## src/rtl/regfile_writeback_pkg.sv

```systemverilog
// Shared types for the register-file write-back queue.
// Optional forwarding is enabled by defining WB_BYPASS_EN.
package regfile_writeback_pkg;

  typedef logic [4:0]  tag;
  typedef logic [31:0] word;

  typedef struct packed {
    tag  rd;
    word value;
  } wb_entry;

  localparam int wb_depth_default = 4;

endpackage

```

## src/rtl/regfile_writeback_wb_match.sv

```systemverilog
// Per-read-port lookup of queued writes: hit, and with WB_BYPASS_EN
// the value of the youngest matching entry.
module wb_match
  import regfile_writeback_pkg::*;
#(
  parameter int DEPTH = wb_depth_default
) (
  input  tag [DEPTH-1:0]         tags,
  input  logic [DEPTH-1:0]       valid,
`ifdef WB_BYPASS_EN
  input  word [DEPTH-1:0]        values,
  input  logic [$clog2(DEPTH)-1:0] head,
  output word                    value,
`endif
  input  tag                     query,
  output logic                   hit
);

  localparam int AW = $clog2(DEPTH);

  always_comb begin
    hit = 1'b0;
    for (int i = 0; i < DEPTH; i++) begin
      if (valid[i] && tags[i] == query && query != '0)
        hit = 1'b1;
    end
  end

`ifdef WB_BYPASS_EN
  logic [AW-1:0] idx;

  // Walk oldest to youngest so the last match wins.
  always_comb begin
    value = '0;
    idx   = '0;
    for (int k = 0; k < DEPTH; k++) begin
      idx = head + k[AW-1:0];
      if (valid[idx] && tags[idx] == query && query != '0)
        value = values[idx];
    end
  end
`endif

endmodule

```

## src/rtl/regfile_writeback.sv

```systemverilog
// In-order write-back queue with pending-write scoreboard.
// Define WB_BYPASS_EN to add the rsN_fwd_value forwarding ports.
module regfile_writeback
  import regfile_writeback_pkg::*;
#(
  parameter int DEPTH = wb_depth_default
) (
  input  logic clock,
  input  logic reset,
  input  logic load_valid,
  input  tag   load_rd,
  input  word  load_value,
  input  logic alu_valid,
  input  tag   alu_rd,
  input  word  alu_value,
  output logic ready,
  output logic overflow,
  output logic write_to_rd,
  output tag   rd,
  output word  rd_value,
  input  tag   rs1,
  input  tag   rs2,
  output logic rs1_pending,
  output logic rs2_pending
`ifdef WB_BYPASS_EN
  ,
  output word  rs1_fwd_value,
  output word  rs2_fwd_value
`endif
);

  localparam int AW = $clog2(DEPTH);
  localparam logic [AW:0] LIMIT = (AW+1)'(DEPTH - 2);

  wb_entry [DEPTH-1:0] mem;
  tag [DEPTH-1:0]      tags;
  logic [DEPTH-1:0]    valid;
  logic [AW-1:0]       head;
  logic [AW-1:0]       tail;
  logic [AW-1:0]       alu_slot;
  logic [AW:0]         count;
  logic [AW:0]         n_push;
  logic                ld_en;
  logic                al_en;
  logic                push;
  logic                deq;

  assign ready = count <= LIMIT;
  assign ld_en = load_valid && load_rd != '0;
  assign al_en = alu_valid && alu_rd != '0;
  assign push  = (ld_en || al_en) && ready;
  assign deq   = count != '0;

  assign n_push = push
    ? (AW+1)'(ld_en) + (AW+1)'(al_en)
    : '0;

  // Load is older, so it claims the first free slot.
  assign alu_slot = tail + AW'(ld_en);

  assign write_to_rd = deq;
  assign rd          = deq ? mem[head].rd : '0;
  assign rd_value    = deq ? mem[head].value : '0;

  always_ff @(posedge clock) begin
    if (reset) begin
      head     <= '0;
      tail     <= '0;
      count    <= '0;
      overflow <= 1'b0;
    end else begin
      if (push)
        tail <= tail + n_push[AW-1:0];
      if (deq)
        head <= head + AW'(1);
      if ((ld_en || al_en) && !ready)
        overflow <= 1'b1;
      count <= count + n_push - (AW+1)'(deq);
    end
  end

  always_ff @(posedge clock) begin
    if (!reset && push && ld_en)
      mem[tail] <= '{rd: load_rd, value: load_value};
    if (!reset && push && al_en)
      mem[alu_slot] <= '{rd: alu_rd, value: alu_value};
  end

`ifdef WB_BYPASS_EN
  word [DEPTH-1:0] values;
`endif

  for (genvar g = 0; g < DEPTH; g++) begin : g_split
    assign tags[g]  = mem[g].rd;
    assign valid[g] = {1'b0, AW'(g) - head} < count;
`ifdef WB_BYPASS_EN
    assign values[g] = mem[g].value;
`endif
  end

  wb_match #(.DEPTH(DEPTH)) u_match1 (
    .tags  (tags),
    .valid (valid),
`ifdef WB_BYPASS_EN
    .values(values),
    .head  (head),
    .value (rs1_fwd_value),
`endif
    .query (rs1),
    .hit   (rs1_pending)
  );

  wb_match #(.DEPTH(DEPTH)) u_match2 (
    .tags  (tags),
    .valid (valid),
`ifdef WB_BYPASS_EN
    .values(values),
    .head  (head),
    .value (rs2_fwd_value),
`endif
    .query (rs2),
    .hit   (rs2_pending)
  );

endmodule

```

## config.mk

```make
export PLATFORM = sky130hd
export DESIGN_NAME = regfile_writeback
export DESIGN_NICKNAME = d
export VERILOG_FILES = /design/src/rtl/regfile_writeback_pkg.sv /design/src/rtl/regfile_writeback_wb_match.sv /design/src/rtl/regfile_writeback.sv
export SDC_FILE = /design/constraint.sdc
export NUM_CORES = 1
export LEC_CHECK = 0
export CAP_MARGIN = 20
export CELL_PAD_IN_SITES_DETAIL_PLACEMENT = 0
export CELL_PAD_IN_SITES_GLOBAL_PLACEMENT = 1
export CORE_MARGIN = 4
export CORE_UTILIZATION = 48
export DETAILED_ROUTE_END_ITERATION = 16
export DONT_BUFFER_PORTS = 1
export PLACE_DENSITY = 0.86
export REMOVE_ABC_BUFFERS = 1
export SLEW_MARGIN = 30
export SYNTH_ARGS = -nofsm -noshare
export SYNTH_HDL_FRONTEND = slang
export SYNTH_SLANG_ARGS = --single-unit
```

## constraint.sdc

```tcl
create_clock -name clock -period 3.8 [get_ports clock]
set_clock_uncertainty 0.05 [all_clocks]
set_input_delay 0.19 -clock clock [delete_from_list [all_inputs] [get_ports clock]]
set_output_delay 0.19 -clock clock [all_outputs]
set_load 0.02 [all_outputs]
```

* After elaboration in Yosys (flattened, before gate mapping) *
Index checks and enable logic that the tools add are counted.

storage, ports and cells
  register bits = 156
  bits of input ports = 88
  output and inout bits = 42
  word-level logic and storage cells = 94

cells by class
  add/sub/neg operators = 10
  magnitude comparators = 10
  equality and inequality tests = 8
  multiplexer cells = 21
  reductions and logical operators = 33

operators by type and width
  kind                                                            count
  bitwise mux 148 bit                                             2
  two-way mux 148 bit                                             2
  demux 37 bit (select 2 bit)                                     2
  two-way mux 37 bit                                              3
  binary-select mux 37 bit (select 2 bit)                         1
  == test 5 bit                                                   8
  two-way mux 32 bit                                              1
  logical AND 1 bit                                               25
  nonzero test 5 bit                                              4
  less-than comparator 2 x 3 -> 1 bit                             4
  less-than comparator 2 x 3 -> 1 bit, second input constant      3
  two-way mux 1 bit                                               8
  two-way mux 5 bit                                               1
  >= comparator 2 x 1 -> 1 bit, second input constant             2
  subtractor 1 x 2 -> 2 bit, first input constant                 2
  subtractor 2 bit, first input constant                          2
  adder 3 x 2 -> 3 bit                                            1
  less-or-equal comparator 3 x 2 -> 1 bit, second input constant  1
  nonzero test 3 bit                                              1
  subtractor 3 x 1 -> 3 bit                                       1
  adder 1 x 1 -> 2 bit                                            1
  adder 2 x 1 -> 2 bit                                            1
  adder 2 x 1 -> 2 bit, second input constant                     1
  adder 2 bit                                                     1
  other kinds (3)                                                 4

* Depth between registers and ports, before layout *
Gate-level depths: netlist (run 1).

  word-level depth = 9
  mapped depth = 14
  mapped depth without buffers = 14

* Cells and area by module *
Synthesis (run 1) repeated with hierarchy kept, for this count alone.

second synthesis, totals
  cells, all modules = 1113
  area, all modules = 9305.2 µm²

by module, submodules not included
  module             times used  cells an instance  area each (µm²)  seq. area each (µm²)
  regfile_writeback  1           1041               8742.1           3123.0
  wb_match           2           36                 281.5            0.0

* Worst setup path before layout (run 1) *
Ideal clock, no wire load.

  kind = input-to-reg
  start point = input load_rd[2]
  end point = register count[2]
  setup time = 118 ps
  arrival time = 2495 ps
  data required time = 3632 ps
  slack = 1137 ps
  stages on the path = 14
  path buffers = 0
  cells stage by stage = or4_4 > nor2_2 > nor2b_1 > inv_1 > ha_1 > nor2b_1 > nand2_1 > ha_1 > inv_1 > ha_1 > fa_1 > xor2_1 > xnor2_1 > nor2_1

between the ends
  cells in the longest elaborated chain, start to end = 7
  elaborated cells between the ends (all ways) = 8
  classes of those cells = add/sub: 3; mux: 1; reduce/logical: 4

ends and longest elaborated chain
  item                           line                     text
  from (decl)                    regfile_writeback.sv:11  input tag load_rd,
  nonzero test 5 bit (*)         regfile_writeback.sv:49  assign ld_en = load_valid && load_rd != '0;
  logical AND 1 bit (*)          regfile_writeback.sv:49
  logical OR 1 bit               regfile_writeback.sv:51  assign push = (ld_en || al_en) && ready;
  logical AND 1 bit              regfile_writeback.sv:51
  two-way mux 2 bit (*)          regfile_writeback.sv:55  ? (AW+1)'(ld_en) + (AW+1)'(al_en)
  adder 3 x 2 -> 3 bit (*)       regfile_writeback.sv:78  count <= count + n_push - (AW+1)'(deq);
  subtractor 3 x 1 -> 3 bit (*)  regfile_writeback.sv:78
  to (signal assigned)           regfile_writeback.sv:78
  to (decl)                      regfile_writeback.sv:41  logic [AW:0] count;

Every way passes the cells marked *; elsewhere a longest branch is shown, timed or not.
A chain may end at the register's enable or synchronous reset.

* Worst setup path after layout (run 1) *
  start point = input load_rd[2]
  end point = register mem[114] (netlist bit)

between the ends
  cells in the longest elaborated chain, start to end = 9
  elaborated cells between the ends (all ways) = 16
  classes of those cells = add/sub: 1; order compare: 2; mux: 5; reduce/logical: 8

ends and longest elaborated chain
  item                                                                                     line                                                                       text
  nonzero test 5 bit (*)                                                                   regfile_writeback.sv:49
  logical AND 1 bit (*)                                                                    regfile_writeback.sv:49
  adder 2 x 1 -> 2 bit / logical OR 1 bit (equally long branches)                          regfile_writeback.sv:59, regfile_writeback.sv:51
  less-than comparator 2 x 3 -> 1 bit (implied by the code), or another cell as far along  regfile_writeback.sv:86                                                    mem[alu_slot] <= '{rd: alu_rd, value: alu_value};
  logical AND 1 bit (on tied branches)                                                     regfile_writeback.sv:86, regfile_writeback.sv:83, regfile_writeback.sv:85
  two-way mux 37 bit (implied by the code) / logical AND 1 bit (equally long branches)     regfile_writeback.sv:86, regfile_writeback.sv:83
  demux 37 bit (select 2 bit) / two-way mux 148 bit (equally long branches)                regfile_writeback.sv:86, regfile_writeback.sv:83
  bitwise mux 148 bit                                                                      regfile_writeback.sv:86
  two-way mux 148 bit (*)                                                                  regfile_writeback.sv:85                                                    if (!reset && push && al_en)
  to (signal, indexed assignment)                                                          regfile_writeback.sv:84                                                    mem[tail] <= '{rd: load_rd, value: load_value};
  to (signal, indexed assignment)                                                          regfile_writeback.sv:86
  to (decl)                                                                                regfile_writeback.sv:35                                                    wb_entry [DEPTH-1:0] mem;

Marked as above.

==> impl_summary.txt, run 1 <==
----------------------------------------------------
[Logic synthesis]
  Combinational family with the most area after synthesis ... simple AND/OR/NAND/NOR gates
  XOR/XNOR Fraction of Synth Area ... 5.01%
  Most instantiated cells after synthesis ... 256 x sky130_fd_sc_hd__nand2_1, 160 x sky130_fd_sc_hd__nor2_1, 156 x sky130_fd_sc_hd__dfxtp_1, 111 x sky130_fd_sc_hd__a31oi_1, 69 x sky130_fd_sc_hd__a21oi_1
  Instance count of the mapped netlist ... 1052
  Adder-Cell Fraction of Synth Area ... 1.84%
  Simple-gate share of the synthesized area ... 25.1%
  Dominant register cell in the synthesized netlist ... sky130_fd_sc_hd__dfxtp_1
  Register area share after synthesis ... 36.4%
  Count of flip-flops with a built-in enable after synthesis ... 0
  Combined area of all synthesized cells ... 8570 um2
  Unique masters post-synth ... 46
  Dominant cell type by area after synthesis ... sky130_fd_sc_hd__dfxtp_1
  Flop and latch count out of synthesis ... 156
  Average instance area after synthesis ... 8.15 um2
  Share of Yosys cell area claimed by the top area cell type ... 36.4%
  Mux contribution to synthesized area ... 10.8%
  Area fraction in compound gates after synthesis ... 13.5%
  Most area-consuming cells after synthesis ... sky130_fd_sc_hd__dfxtp_1 36%, sky130_fd_sc_hd__nand2_1 11%, sky130_fd_sc_hd__mux4_2 9.7%
  Proportion of synthesized flip-flops having asynchronous set or reset ... 0%
  YS warnings ... 0
  Most numerous cell in the Yosys netlist ... sky130_fd_sc_hd__nand2_1

[Status]
  Run status ... completed

[Worst setup path]
  Peak per-stage delay on the critical path ... 0.82 ns
  Biggest fanout along the worst timing path ... 37
  Crit. End Element ... flop
  Required time reported for the critical path endpoint ... 4.06 ns
  Arrival time of the worst setup path ... 3.45 ns
  Worst Setup Path Type ... primary input to flop
  Slowest CP cell ... sky130_fd_sc_hd__or3_2
  Ordered list of cells on the worst path ... or4_4 > nor2_2 > nor2b_1 > ha_1 > nand3_1 > or3_2 > buf_4 > nor2_1 > a31oi_1 > dlygate4sd3_1
  Critical path launch point type ... primary input

[Detailed routing]
  Drt initial violations ... 639
  Routed wire length ... 26300 um
  Antenna-violating nets left ... 0
  Total DRC errors in the routed layout ... 0
  Number of vias after detailed routing ... 7802
  Detailed-routing iteration count for the pre-antenna-repair pass ... 5
  Drt via density ... 5.77
  Average wire per standard cell ... 19.4 um

[STA]
  Achievable frequency ... 314 MHz
  Max-Slew Margin vs Limit ... 41.7%
  Final Slew Violations ... 0
  Setup repair after global routing missed its margin ... false
  Pin slew with the least headroom to its limit ... 0.875 ns
  Final count of hold timing violations ... 0
  Final setup viols ... 0
  Crit path time final ... 3.19 ns
  Share of the clock period used by the worst path after layout ... 83.9%
  Fin Setup TNS ... 0 ns

[Clock network]
  CTS H-tree depth ... 4
  TritonCTS Buffers ... 17
  Total clock sinks ... 156
  Post-CTS Setup Inserts ... 0
  Number of buffers on the longest clock path ... 2
  Library cell used as clock root buffer ... sky130_fd_sc_hd__clkbuf_16
  CTS clk-pin slew, worst paths ... 0.07 ns
  Later-pin clock latency in the skew report ... 0.43 ns
  TritonCTS clock tree ... built

[Placed design]
  Final HPWL DP ... 15700 um
  Number of buffers added on ports ... 0
  Cell Area, Placed ... 8440 um2
  Final RePlAce weighted congestion ... 0.915

[Layout]
  Fraction of final layout cells sized beyond drive strength 1 ... 9.95%
  Total non-filler cell area in the finished layout ... 10100 um2
  Number of nets in the final layout ... 1213
  Number of antenna cells inserted ... 0
  Area overhead of the layout relative to synthesis ... 18.1%

[Power]
  Fraction of power spent switching nets ... 39.1%
  Clock power frac ... 19.4%
  Internal power ... 0.00523 W
  Cell area power density ... 847 nW/um2
  Logic pwr share ... 44.1%
  Power share of the sequential group ... 36.5%
  Static leakage ... 4.13 nW
  Maximum ir drop on the vdd rail ... 467 uV
  Net switching power figure ... 0.00335 W

[GRT]
  Pin count of the biggest net entering global routing ... 75
  Overflow left after global routing ... 0
  Number of global-route vias before repair ... 7690
  Number of antenna violations at the first check in global routing ... 0
  Wire length of the first global-routing pass ... 42100 um
  Gr usage total ... 26.5%

[Floorplan]
  Effective utilization at floorplan ... 49.2%
  Die X ... 142 um
  Count of boundary I/O pins ... 130
  Die height ... 142 um
  Die Footprint ... 20100 um2
  # rows ... 48
  Area inside the core boundary ... 17400 um2

[Job]
  Number of max-cap violations ... 0

[Hold path]
  Class of the most critical hold timing path ... primary input to flop

----------------------------------------------------
power by group through the flow:
stage | Clock, W | Combinational [W] | Sequential (W)
after global routing | 0.00176 | 0.00417 | 0.00323
after detailed placement | 0 | 0.00338 | 0.00315
final | 0.00167 | 0.00378 | 0.00313
after floorplan | 0 | 0.00271 | 0.00303
after global placement | 0 | 0.00331 | 0.00312
after CTS | 0.00169 | 0.00378 | 0.00311
cell type report:
class                           instances  area (um2)
Clock buffer                           17         425
Clock inverter                         15         145
Fill cell                            1575        7300
Inverter                               12        45.0
Multi-Input combinational cell        799        4840
Sequential cell                       156        3130
Tap cell                              225         282
Timing Repair Buffer                  127        1260
stage by stage:
| stage | instances | hold slack, ns | setup slack (ns) | util (%) | power, W |
|---|---|---|---|---|---|
| after floorplan | 967 | 0.212 | -0.0268 | - | 0.00574 |
| after global placement | 1208 | 0.207 | 0.839 | 48.5 | 0.00643 |
| after detailed placement | 1208 | 0.208 | 0.758 | 48.5 | 0.00653 |
| after CTS | 1351 | 0.0843 | 0.681 | 58.1 | 0.00858 |
| after global routing | 1351 | 0.108 | 0.451 | 58.1 | 0.00915 |
| final | 1351 | 0.115 | 0.610 | 58.1 | 0.00857 |
worst max-delay path, delay by kind of cell:
kind	cells	cell delay, ns
buffers and inverters	2	0.93
adder cells (fa/ha/maj)	1	0.36
AO/OA/AOI/OAI	1	0.05
AND/OR/NAND/NOR	6	1.91
kinds of logic after synthesis:
family	after synthesis
and+or+nand+nor	502
xor gates and xnor gates	49
adders and majority gates	12
DFF	156
muxes	46
AOI/OAI and AO/OA	190
buffers and inverters	97
what timing repair did:
item,4_1_cts,5_1_grt
endpoints found under the hold margin,156,0
hold buffers,111,0
resized for setup,0,0
layer usage:
metal	vias up	global-route usage [%]	wire (um)
met4	0	7.02	465
li1	3715	-	-
met5	-	0	0
met1	3709	35.2	11300
met2	334	43.5	12400
met3	44	6.30	2090
path summary, 6_finish.rpt:
path | end | slack [ns] | from | cells past startpoint
worst max-delay path | mem[114] | 0.61 | load_rd[2] | 10
worst min-delay path | mem[110] | 0.11 | reset | 5
worst max register to register | mem[114] | 0.74 | count[2] | 7
worst min register to register | mem[31] | 0.40 | mem[31] | 2
sequential cells by signal (all words and copies together) (netlist names):
signal,cells
count,3
head,2
mem,148
overflow,1
tail,2
layout by cell type, fill, tap and decap left out, types with 3 or more instances in the layout:
cell,netlist,routed
sky130_fd_sc_hd__a21oi_1,69,69
sky130_fd_sc_hd__xor2_1,19,19
sky130_fd_sc_hd__nand3_1,10,10
sky130_fd_sc_hd__buf_4,18,14
sky130_fd_sc_hd__mux4_2,37,37
sky130_fd_sc_hd__dfxtp_1,156,154
sky130_fd_sc_hd__inv_8,0,6
sky130_fd_sc_hd__nor2_1,160,159
sky130_fd_sc_hd__xnor2_1,30,30
sky130_fd_sc_hd__nor4_1,11,10
sky130_fd_sc_hd__inv_1,11,11
sky130_fd_sc_hd__nand2_1,256,256
sky130_fd_sc_hd__or3_2,0,3
sky130_fd_sc_hd__mux2i_1,9,9
sky130_fd_sc_hd__clkbuf_16,0,17
sky130_fd_sc_hd__nor2b_1,5,5
sky130_fd_sc_hd__inv_6,0,5
sky130_fd_sc_hd__or4_4,3,3
sky130_fd_sc_hd__and2_1,37,37
sky130_fd_sc_hd__ha_1,11,11
sky130_fd_sc_hd__a31oi_1,111,111
sky130_fd_sc_hd__dlygate4sd3_1,0,111
(Power assumes the default switching activity.)
==> run 2, diff against run 1 <==
--- a/config.mk
+++ b/config.mk
@@ -9,10 +9,10 @@
 export CELL_PAD_IN_SITES_DETAIL_PLACEMENT = 0
 export CELL_PAD_IN_SITES_GLOBAL_PLACEMENT = 1
 export CORE_MARGIN = 4
-export CORE_UTILIZATION = 48
+export CORE_UTILIZATION = 43
 export DETAILED_ROUTE_END_ITERATION = 16
 export DONT_BUFFER_PORTS = 1
-export PLACE_DENSITY = 0.86
+export PLACE_DENSITY = 0.81
 export REMOVE_ABC_BUFFERS = 1
 export SLEW_MARGIN = 30
 export SYNTH_ARGS = -nofsm -noshare
==> constraint.sdc (replaced) <==
create_clock -name clock -period 2.65 [get_ports clock]
set_clock_uncertainty 0.05 [all_clocks]
set_input_delay 0.1325 -clock clock [delete_from_list [all_inputs] [get_ports clock]]
set_output_delay 0.1325 -clock clock [all_outputs]
set_load 0.02 [all_outputs]
==> impl_summary.txt, run 2 (synthesis gave the netlist of run 1 again) <==
----------------------------------------------------
[Worst setup path]
  Logic depth of the worst setup path including buffers ... 6 (was 10)
  CP delay by family, top ... simple AND/OR/NAND/NOR gates (unchanged)
  Ordered list of cells on the worst path ... ha_4 > or4_2 > buf_12 > nor2_1 > a21oi_1 > dlygate4sd3_1 (was or4_4 > nor2_2 > nor2b_1 > ha_1 > nand3_1 > or3_2 > buf_4 > nor2_1 > a31oi_1 > dlygate4sd3_1)
  Critical path launch point type ... flop (was primary input)
  Required time reported for the critical path endpoint ... 2.92 ns (was 4.06 ns)
  Slowest CP cell ... sky130_fd_sc_hd__or4_2 (was sky130_fd_sc_hd__or3_2)
  Buf+Inv Stages, Crit Path ... 2 (unchanged)
  Biggest fanout along the worst timing path ... 42 (was 37)
  Peak per-stage delay on the critical path ... 0.72 ns (was 0.82 ns)
  Worst Setup Path Type ... flop to flop (was primary input to flop)
  Number of cell instances on the worst register-to-register path ... 6 (was 7)
  Crit. End Element ... flop (unchanged)
  Arrival time of the worst setup path ... 2.85 ns (was 3.45 ns)

[Hold path]
  Class of the most critical hold timing path ... primary input to flop (unchanged)
  WHS Path Cells ... 4 (was 5)

[GRT]
  Pin count of the biggest net entering global routing ... 69 (was 75)
  Number of antenna violations at the first check in global routing ... 1 (was 0)
  Number of global-route vias before repair ... 7834 (was 7690)
  Gr usage total ... 24.7% (was 26.5%)
  Overflow left after global routing ... 0 (unchanged)
  Met1 track demand over resource ... 33.3% (was 35.2%)
  Wire length of the first global-routing pass ... 43100 um (was 42100 um)
  GRT met2 Usage ... 40.2% (was 43.5%)
  Met3 usage in global routing ... 5.96% (was 6.30%)
  Most congested layer reported by global routing ... met2 (unchanged)

[Clock network]
  Total clock sinks ... 156 (unchanged)
  Library cell used as clock root buffer ... sky130_fd_sc_hd__clkbuf_16 (unchanged)
  Number of buffers on the longest clock path ... 2 (unchanged)
  TritonCTS Buffers ... 17 (unchanged)
  Later-pin clock latency in the skew report ... 0.42 ns (was 0.43 ns)
  Post-CTS Setup Inserts ... 0 (unchanged)
  CTS clk-pin slew, worst paths ... 0.07 ns (about the same)
  CTS H-tree depth ... 4 (unchanged)
  TritonCTS clock tree ... built (unchanged)

[Layout]
  Leading cell type in the layout, fill and taps excluded ... sky130_fd_sc_hd__nand2_1 (unchanged)
  Count of filler cells inserted in the layout ... 1831 (was 1575)
  Fraction of final layout cells sized beyond drive strength 1 ... 12.8% (was 9.95%)
  Number of antenna cells inserted ... 0 (unchanged)
  Area overhead of the layout relative to synthesis ... 23.9% (was 18.1%)
  Number of nets in the final layout ... 1239 (was 1213)
  Flip-flop count of the largest register, all copies and words added ... 148 (unchanged)
  Most flops, register ... mem (unchanged)
  Commonest non-fill, non-tap cells in the layout ... 256 x sky130_fd_sc_hd__nand2_1, 158 x sky130_fd_sc_hd__nor2_1, 152 x sky130_fd_sc_hd__dfxtp_1 (was 256 x sky130_fd_sc_hd__nand2_1, 159 x sky130_fd_sc_hd__nor2_1, 154 x sky130_fd_sc_hd__dfxtp_1)
  Non-filler cells in the finished layout ... 1417 (was 1351)
  Total non-filler cell area in the finished layout ... 10600 um2 (was 10100 um2)
  Largest regs ... mem (148), count (3) (unchanged)

[STA]
  Setup repair after global routing missed its margin ... true (was false)
  Hold WS ... 0.126 ns (was 0.115 ns)
  Pin slew with the least headroom to its limit ... 0.553 ns (was 0.875 ns)
  Max-Slew Margin vs Limit ... 63.1% (was 41.7%)
  Share of the clock period used by the worst path after layout ... 97.3%
  Crit path time final ... 2.58 ns
  Worst-case setup margin in the final layout ... 0.0719 ns (was 0.610 ns)
  Final count of hold timing violations ... 0 (unchanged)
  Final Slew Violations ... 0 (unchanged)
  Achievable frequency ... 388 MHz
  Final setup viols ... 0 (unchanged)

[Detailed routing]
  Drt via density ... 5.59 (was 5.77)
  Average wire per standard cell ... 19.8 um (was 19.4 um)
  Total DRC errors in the routed layout ... 0 (unchanged)
  Drt initial violations ... 645 (was 639)
  Routed wire length ... 28000 um (was 26300 um)
  Number of vias after detailed routing ... 7914 (was 7802)
  Detailed-routing iteration count for the pre-antenna-repair pass ... 6 (was 5)
  Antenna-violating nets left ... 0 (unchanged)

[Placed design]
  Final RePlAce weighted congestion ... 0.934 (was 0.915)
  Number of buffers added on ports ... 0 (unchanged)
  Cell Area, Placed ... 8790 um2 (was 8440 um2)
  Count of placed standard cells including taps ... 1273 (was 1208)
  Final HPWL DP ... 16500 um (was 15700 um)
  Worst-case setup slack after placement ... 0.0941 ns (was 0.758 ns)

[Floorplan]
  # rows ... 51 (was 48)
  Area inside the core boundary ... 19500 um2 (was 17400 um2)
  Die X ... 149 um (was 142 um)
  Effective utilization at floorplan ... 43.9% (was 49.2%)
  Die Footprint ... 22300 um2 (was 20100 um2)
  Count of boundary I/O pins ... 130 (unchanged)
  Die height ... 149 um (was 142 um)

[Power]
  Maximum ir drop on the vdd rail ... 620 uV (was 467 uV)
  Cell area power density ... 1200 nW/um2 (was 847 nW/um2)
  Static leakage ... 4.34 nW (was 4.13 nW)

[Status]
  Run status ... completed (unchanged)

[Job]
  Number of max-cap violations ... 0 (unchanged)

----------------------------------------------------
[run 2: metal layers]
metal,wire length [um],up-vias
met5,12,-
met1,12100,3774
met4,426,2
li1,-,3766
met2,12900,333
met3,2490,39
[run 2: cell type report]
| cell class | count | area, um2 | area share (%) |
|---|---|---|---|
| Multi-Input combinational cell | 799 | 4910 | 46.2 |
| Sequential cell | 156 | 3130 | 29.5 |
| Timing Repair Buffer | 153 | 1590 | 15.0 |
| Clock buffer | 21 | 460 | 4.34 |
| Tap cell | 265 | 332 | 3.12 |
| Clock inverter | 11 | 158 | 1.48 |
| Inverter | 12 | 45.0 | 0.424 |
[run 2: worst min-delay path, stage by stage]
cell                      delay, ns
sky130_fd_sc_hd__nor2_2        0.03
sky130_fd_sc_hd__nand2_2       0.08
sky130_fd_sc_hd__or4_4         0.20
sky130_fd_sc_hd__a31oi_1       0.09
[run 2: timing repair]
item,in CTS,in global routing
endpoints found under the hold margin,156,0
cloned,0,1
hold buffers,111,0
endpoints found under the setup margin,1,25
resized for setup,1,14
pin swaps,0,1
[run 2: worst paths after layout]
path,slack (ns),start,endpoint
setup / recovery,0.07,tail[0],mem[4]
hold / removal,0.13,reset,mem[109]
setup reg to reg,0.07,tail[0],mem[4]
hold reg to reg,0.40,mem[2],mem[2]
[run 2: where the power goes]
part / internal, W / switching [W]
Clock: 0.00155 / 0.00103
Sequential: 0.00360 / 0.000851
Combinational: 0.00279 / 0.00291
[run 2: through the flow]
stage	util [%]	power, W	setup TNS, ns
after floorplan	-	0.00823	-61.92
after global placement	45.0	0.00938	0
after detailed placement	45.0	0.00950	0
after CTS	53.9	0.0127	0
after global routing	54.4	0.0136	-0.0382
final	54.4	0.0127	0
==> run 3, diff against run 2 <==
--- a/config.mk
+++ b/config.mk
@@ -5,14 +5,17 @@
 export SDC_FILE = /design/constraint.sdc
 export NUM_CORES = 1
 export LEC_CHECK = 0
+export ABC_AREA = 1
 export CAP_MARGIN = 20
 export CELL_PAD_IN_SITES_DETAIL_PLACEMENT = 0
 export CELL_PAD_IN_SITES_GLOBAL_PLACEMENT = 1
 export CORE_MARGIN = 4
-export CORE_UTILIZATION = 43
+export CORE_UTILIZATION = 41
+export CTS_BUF_LIST = sky130_fd_sc_hd__clkbuf_16
 export DETAILED_ROUTE_END_ITERATION = 16
 export DONT_BUFFER_PORTS = 1
-export PLACE_DENSITY = 0.81
+export GPL_TIMING_DRIVEN = 0
+export PLACE_DENSITY = 0.82
 export REMOVE_ABC_BUFFERS = 1
 export SLEW_MARGIN = 30
 export SYNTH_ARGS = -nofsm -noshare
==> impl_summary.txt, run 3 <==
----------------------------------------------------
[Layout]
  Fraction of final layout cells sized beyond drive strength 1 ... 7.36% (was 12.8%)
  Leading cell type in the layout, fill and taps excluded ... sky130_fd_sc_hd__nand2_1 (unchanged)
  Share of the core filled with cells in the final layout ... 51.5% (was 54.4%)
  Largest regs ... mem (148), count (3) (unchanged)
  Area overhead of the layout relative to synthesis ... 22.1% (was 23.9%)
  Commonest non-fill, non-tap cells in the layout ... 412 x sky130_fd_sc_hd__nand2_1, 306 x sky130_fd_sc_hd__nand3_1, 212 x sky130_fd_sc_hd__inv_1 (was 256 x sky130_fd_sc_hd__nand2_1, 158 x sky130_fd_sc_hd__nor2_1, 152 x sky130_fd_sc_hd__dfxtp_1)
  Most flops, register ... mem (unchanged)
  Number of nets in the final layout ... 1732 (was 1239)
  Flip-flop count of the largest register, all copies and words added ... 148 (unchanged)

[Logic synthesis]
  Most instantiated cells after synthesis ... 417 x sky130_fd_sc_hd__nand2_1, 306 x sky130_fd_sc_hd__nand3_1, 216 x sky130_fd_sc_hd__inv_1, 156 x sky130_fd_sc_hd__dfxtp_1, 148 x sky130_fd_sc_hd__nand4_1 (was 256 x sky130_fd_sc_hd__nand2_1, 160 x sky130_fd_sc_hd__nor2_1, 156 x sky130_fd_sc_hd__dfxtp_1, 111 x sky130_fd_sc_hd__a31oi_1, 69 x sky130_fd_sc_hd__a21oi_1)
  Flop and latch count out of synthesis ... 156 (unchanged)
  Average instance area after synthesis ... 6.23 um2 (was 8.15 um2)
  YS warnings ... 0 (unchanged)
  Most numerous cell in the Yosys netlist ... sky130_fd_sc_hd__nand2_1 (unchanged)
  Proportion of synthesized flip-flops having asynchronous set or reset ... 0% (unchanged)
  Share of Yosys cell area claimed by the top area cell type ... 31.2% (was 36.4%)
  Combined area of all synthesized cells ... 10000 um2 (was 8570 um2)
  Register area share after synthesis ... 31.2% (was 36.4%)
  Unique masters post-synth ... 31 (was 46)
  Dominant register cell in the synthesized netlist ... sky130_fd_sc_hd__dfxtp_1 (unchanged)
  Dominant cell type by area after synthesis ... sky130_fd_sc_hd__dfxtp_1 (unchanged)
  Most area-consuming cells after synthesis ... sky130_fd_sc_hd__dfxtp_1 31%, sky130_fd_sc_hd__nand2_1 16%, sky130_fd_sc_hd__nand3_1 15% (was sky130_fd_sc_hd__dfxtp_1 36%, sky130_fd_sc_hd__nand2_1 11%, sky130_fd_sc_hd__mux4_2 9.7%)
  Count of flip-flops with a built-in enable after synthesis ... 0 (unchanged)
  Instance count of the mapped netlist ... 1607 (was 1052)

[Floorplan]
  # rows ... 56 (was 51)
  Die Footprint ... 27000 um2 (was 22300 um2)
  Count of boundary I/O pins ... 130 (unchanged)
  Effective utilization at floorplan ... 42.2% (was 43.9%)
  Die height ... 164 um (was 149 um)
  Die X ... 164 um (was 149 um)
  Area inside the core boundary ... 23800 um2 (was 19500 um2)

[Placed design]
  Final RePlAce weighted congestion ... 0.865 (was 0.934)
  Final HPWL DP ... 21600 um (was 16500 um)
  Number of buffers added on ports ... 0 (unchanged)

[GRT]
  Met1 track demand over resource ... 37.3% (was 33.3%)
  Wire length of the first global-routing pass ... 58300 um (was 43100 um)
  Number of global-route vias before repair ... 10300 (was 7834)
  GRT met2 Usage ... 43.8% (was 40.2%)
  Gr usage total ... 27.6% (was 24.7%)
  Number of antenna violations at the first check in global routing ... 4 (was 1)
  Overflow left after global routing ... 0 (unchanged)
  Pin count of the biggest net entering global routing ... 54 (was 69)
  Most congested layer reported by global routing ... met2 (unchanged)
  Met3 usage in global routing ... 6.22% (was 5.96%)

[Worst setup path]
  Arrival time of the worst setup path ... 2.34 ns (was 2.85 ns)
  Reg2Reg Capture Point ... mem[82] (was mem[4])
  Biggest fanout along the worst timing path ... 37 (was 42)
  Flop-to-flop setup slack ... 0.14 ns (was 0.07 ns)
  Critical path launch point type ... flop (unchanged)
  Startpoint of the lowest-slack register-to-register path ... tail[0] (unchanged)
  Crit. End Element ... primary output (was flop)
  Required time reported for the critical path endpoint ... 2.47 ns (was 2.92 ns)
  Number of cell instances on the worst register-to-register path ... 7 (was 6)
  Worst Setup Path Type ... flop to primary output (was flop to flop)

[Clock network]
  CTS clk-pin slew, worst paths ... 0.06 ns (was 0.07 ns)
  CTS H-tree depth ... 4 (unchanged)
  TritonCTS Buffers ... 17 (unchanged)
  Later-pin clock latency in the skew report ... 0.43 ns (was 0.42 ns)
  Total clock sinks ... 156 (unchanged)
  Library cell used as clock root buffer ... sky130_fd_sc_hd__clkbuf_16 (unchanged)
  Number of buffers on the longest clock path ... 2 (unchanged)
  TritonCTS clock tree ... built (unchanged)

[STA]
  Setup repair after global routing missed its margin ... false (was true)
  Fin Setup TNS ... 0 ns (unchanged)
  Final Slew Violations ... 0 (unchanged)
  Max-Slew Margin vs Limit ... 50.7% (was 63.1%)
  Final count of hold timing violations ... 0 (unchanged)
  Pin slew with the least headroom to its limit ... 0.738 ns (was 0.553 ns)
  Crit path time final ... 2.53 ns (was 2.58 ns)
  Achievable frequency ... 396 MHz (was 388 MHz)
  Final setup viols ... 0 (unchanged)
  Share of the clock period used by the worst path after layout ... 95.3% (was 97.3%)

[Hold path]
  Class of the most critical hold timing path ... primary input to flop (unchanged)
  WHS Path Cells ... 5 (was 4)
  Endpoint, Worst Hold ... mem[57] (was mem[109])
  Worst Hold Launch ... load_valid (was reset)

[Detailed routing]
  Antenna-violating nets left ... 0 (unchanged)
  Drt via density ... 5.69 (was 5.59)
  Average wire per standard cell ... 20.0 um (was 19.8 um)
  Total DRC errors in the routed layout ... 0 (unchanged)
  Drt initial violations ... 1253 (was 645)
  Detailed-routing iteration count for the pre-antenna-repair pass ... 5 (was 6)
  Routed wire length ... 39400 um (was 28000 um)
  Number of vias after detailed routing ... 11200 (was 7914)

[Power]
  Static leakage ... 6.23 nW (was 4.34 nW)
  Final Power ... 0.0151 W (was 0.0127 W)
  Cell area power density ... 1240 nW/um2 (was 1200 nW/um2)
  Maximum ir drop on the vdd rail ... 649 uV (was 620 uV)

[Job]
  Number of max-cap violations ... 0 (unchanged)

[Status]
  Run status ... completed (unchanged)

----------------------------------------------------
run 3: cell types whose count changed in the layout (fill, tap and decap cells not counted), sizes merged, moves of 38 or more:
cell   delta
nand3   +304
inv     +205
nand2   +164
nand4   +149
a31oi   -111
o22ai    +72
a21oi    -63
nor2     -50
and2     -38
run 3: logic make-up (layout without fill, tap and decap cells):
family                   count (synthesis)  count (layout)  synth area share (%)
AND/OR/NAND/NOR                        993            1002                  45.9
buffers and inverters                  344             373                  14.7
flip-flops                             156             156                  31.2
AO/OA/AOI/OAI                           86              86                  5.22
XOR/XNOR                                16              16                  1.47
adder cells (fa/ha/maj)                 12              12                  1.57
other                                    0               4                     0
run 3: cell type report:
cell class                 instances  area, um2
fill                            2436      11500
multi-input combinational       1116       5690
sequential                       156       3130
timing repair buffer             120       1520
inverter                         221        852
clock buffer                      17        425
tap                              319        399
clock inverter                    15        196
antenna                            4       10.0
run 3: report_power, final:
group | switching [W] | leakage [nW] | internal, W | total [W]
sequential | 0.000479 | 1.32 | 0.00358 | 0.00406
clock | 0.00109 | 0.304 | 0.00158 | 0.00267
combinational | 0.00578 | 4.61 | 0.00265 | 0.00842
total | 0.00734 | 6.23 | 0.00781 | 0.0151
run 3: worst max-delay path, stage by stage (launching register included):
cell and delay, ns:
sky130_fd_sc_hd__dfxtp_4 0.45, sky130_fd_sc_hd__clkinvlp_4 0.18, sky130_fd_sc_hd__buf_4 0.21, sky130_fd_sc_hd__nand2_4 0.50, sky130_fd_sc_hd__o22ai_1 0.14, sky130_fd_sc_hd__nor2_1 0.24, sky130_fd_sc_hd__nor2_1 0.17
run 3: how the worst max path moves through the flow:
stage               startpoint            to  slack [ns]
floorplan           load_rd[1]      mem[100]       -1.72
global placement    load_rd[1]       mem[11]       -5.37
detailed placement  load_rd[1]       mem[73]       -0.57
CTS                   count[0]       mem[73]       -0.16
global route          count[1]      count[2]       0.008
finish                 head[1]  rd_value[18]        0.12
run 3: what timing repair did:
action,4_1_cts,5_1_grt
hold buffers,75,0
gates cloned,4,5
pin swaps,3,9
endpoints found under the setup margin,151,121
endpoints found under the hold margin,156,0
buffers inserted,3,19
resized for setup,12,10
run 3: stage by stage:
stage,setup WS [ns],instance area (um2),hold WS [ns],cells
after floorplan,-1.72,9380,0.154,1484
after global placement,-5.37,9780,0.155,1803
after detailed placement,-0.571,10400,0.157,1826
after CTS,-0.159,11900,0.196,1940
after global routing,0.00767,12200,0.231,1968
final,0.124,12200,0.177,1968
run 3: layer usage:
metal | share of wire, % | wire length (um) | vias up
met5 | 0 | 0 | -
met4 | 2.1 | 840 | 0
met3 | 9.7 | 3830 | 91
met2 | 47 | 18400 | 558
met1 | 41 | 16300 | 5172
li1 | - | - | 5381
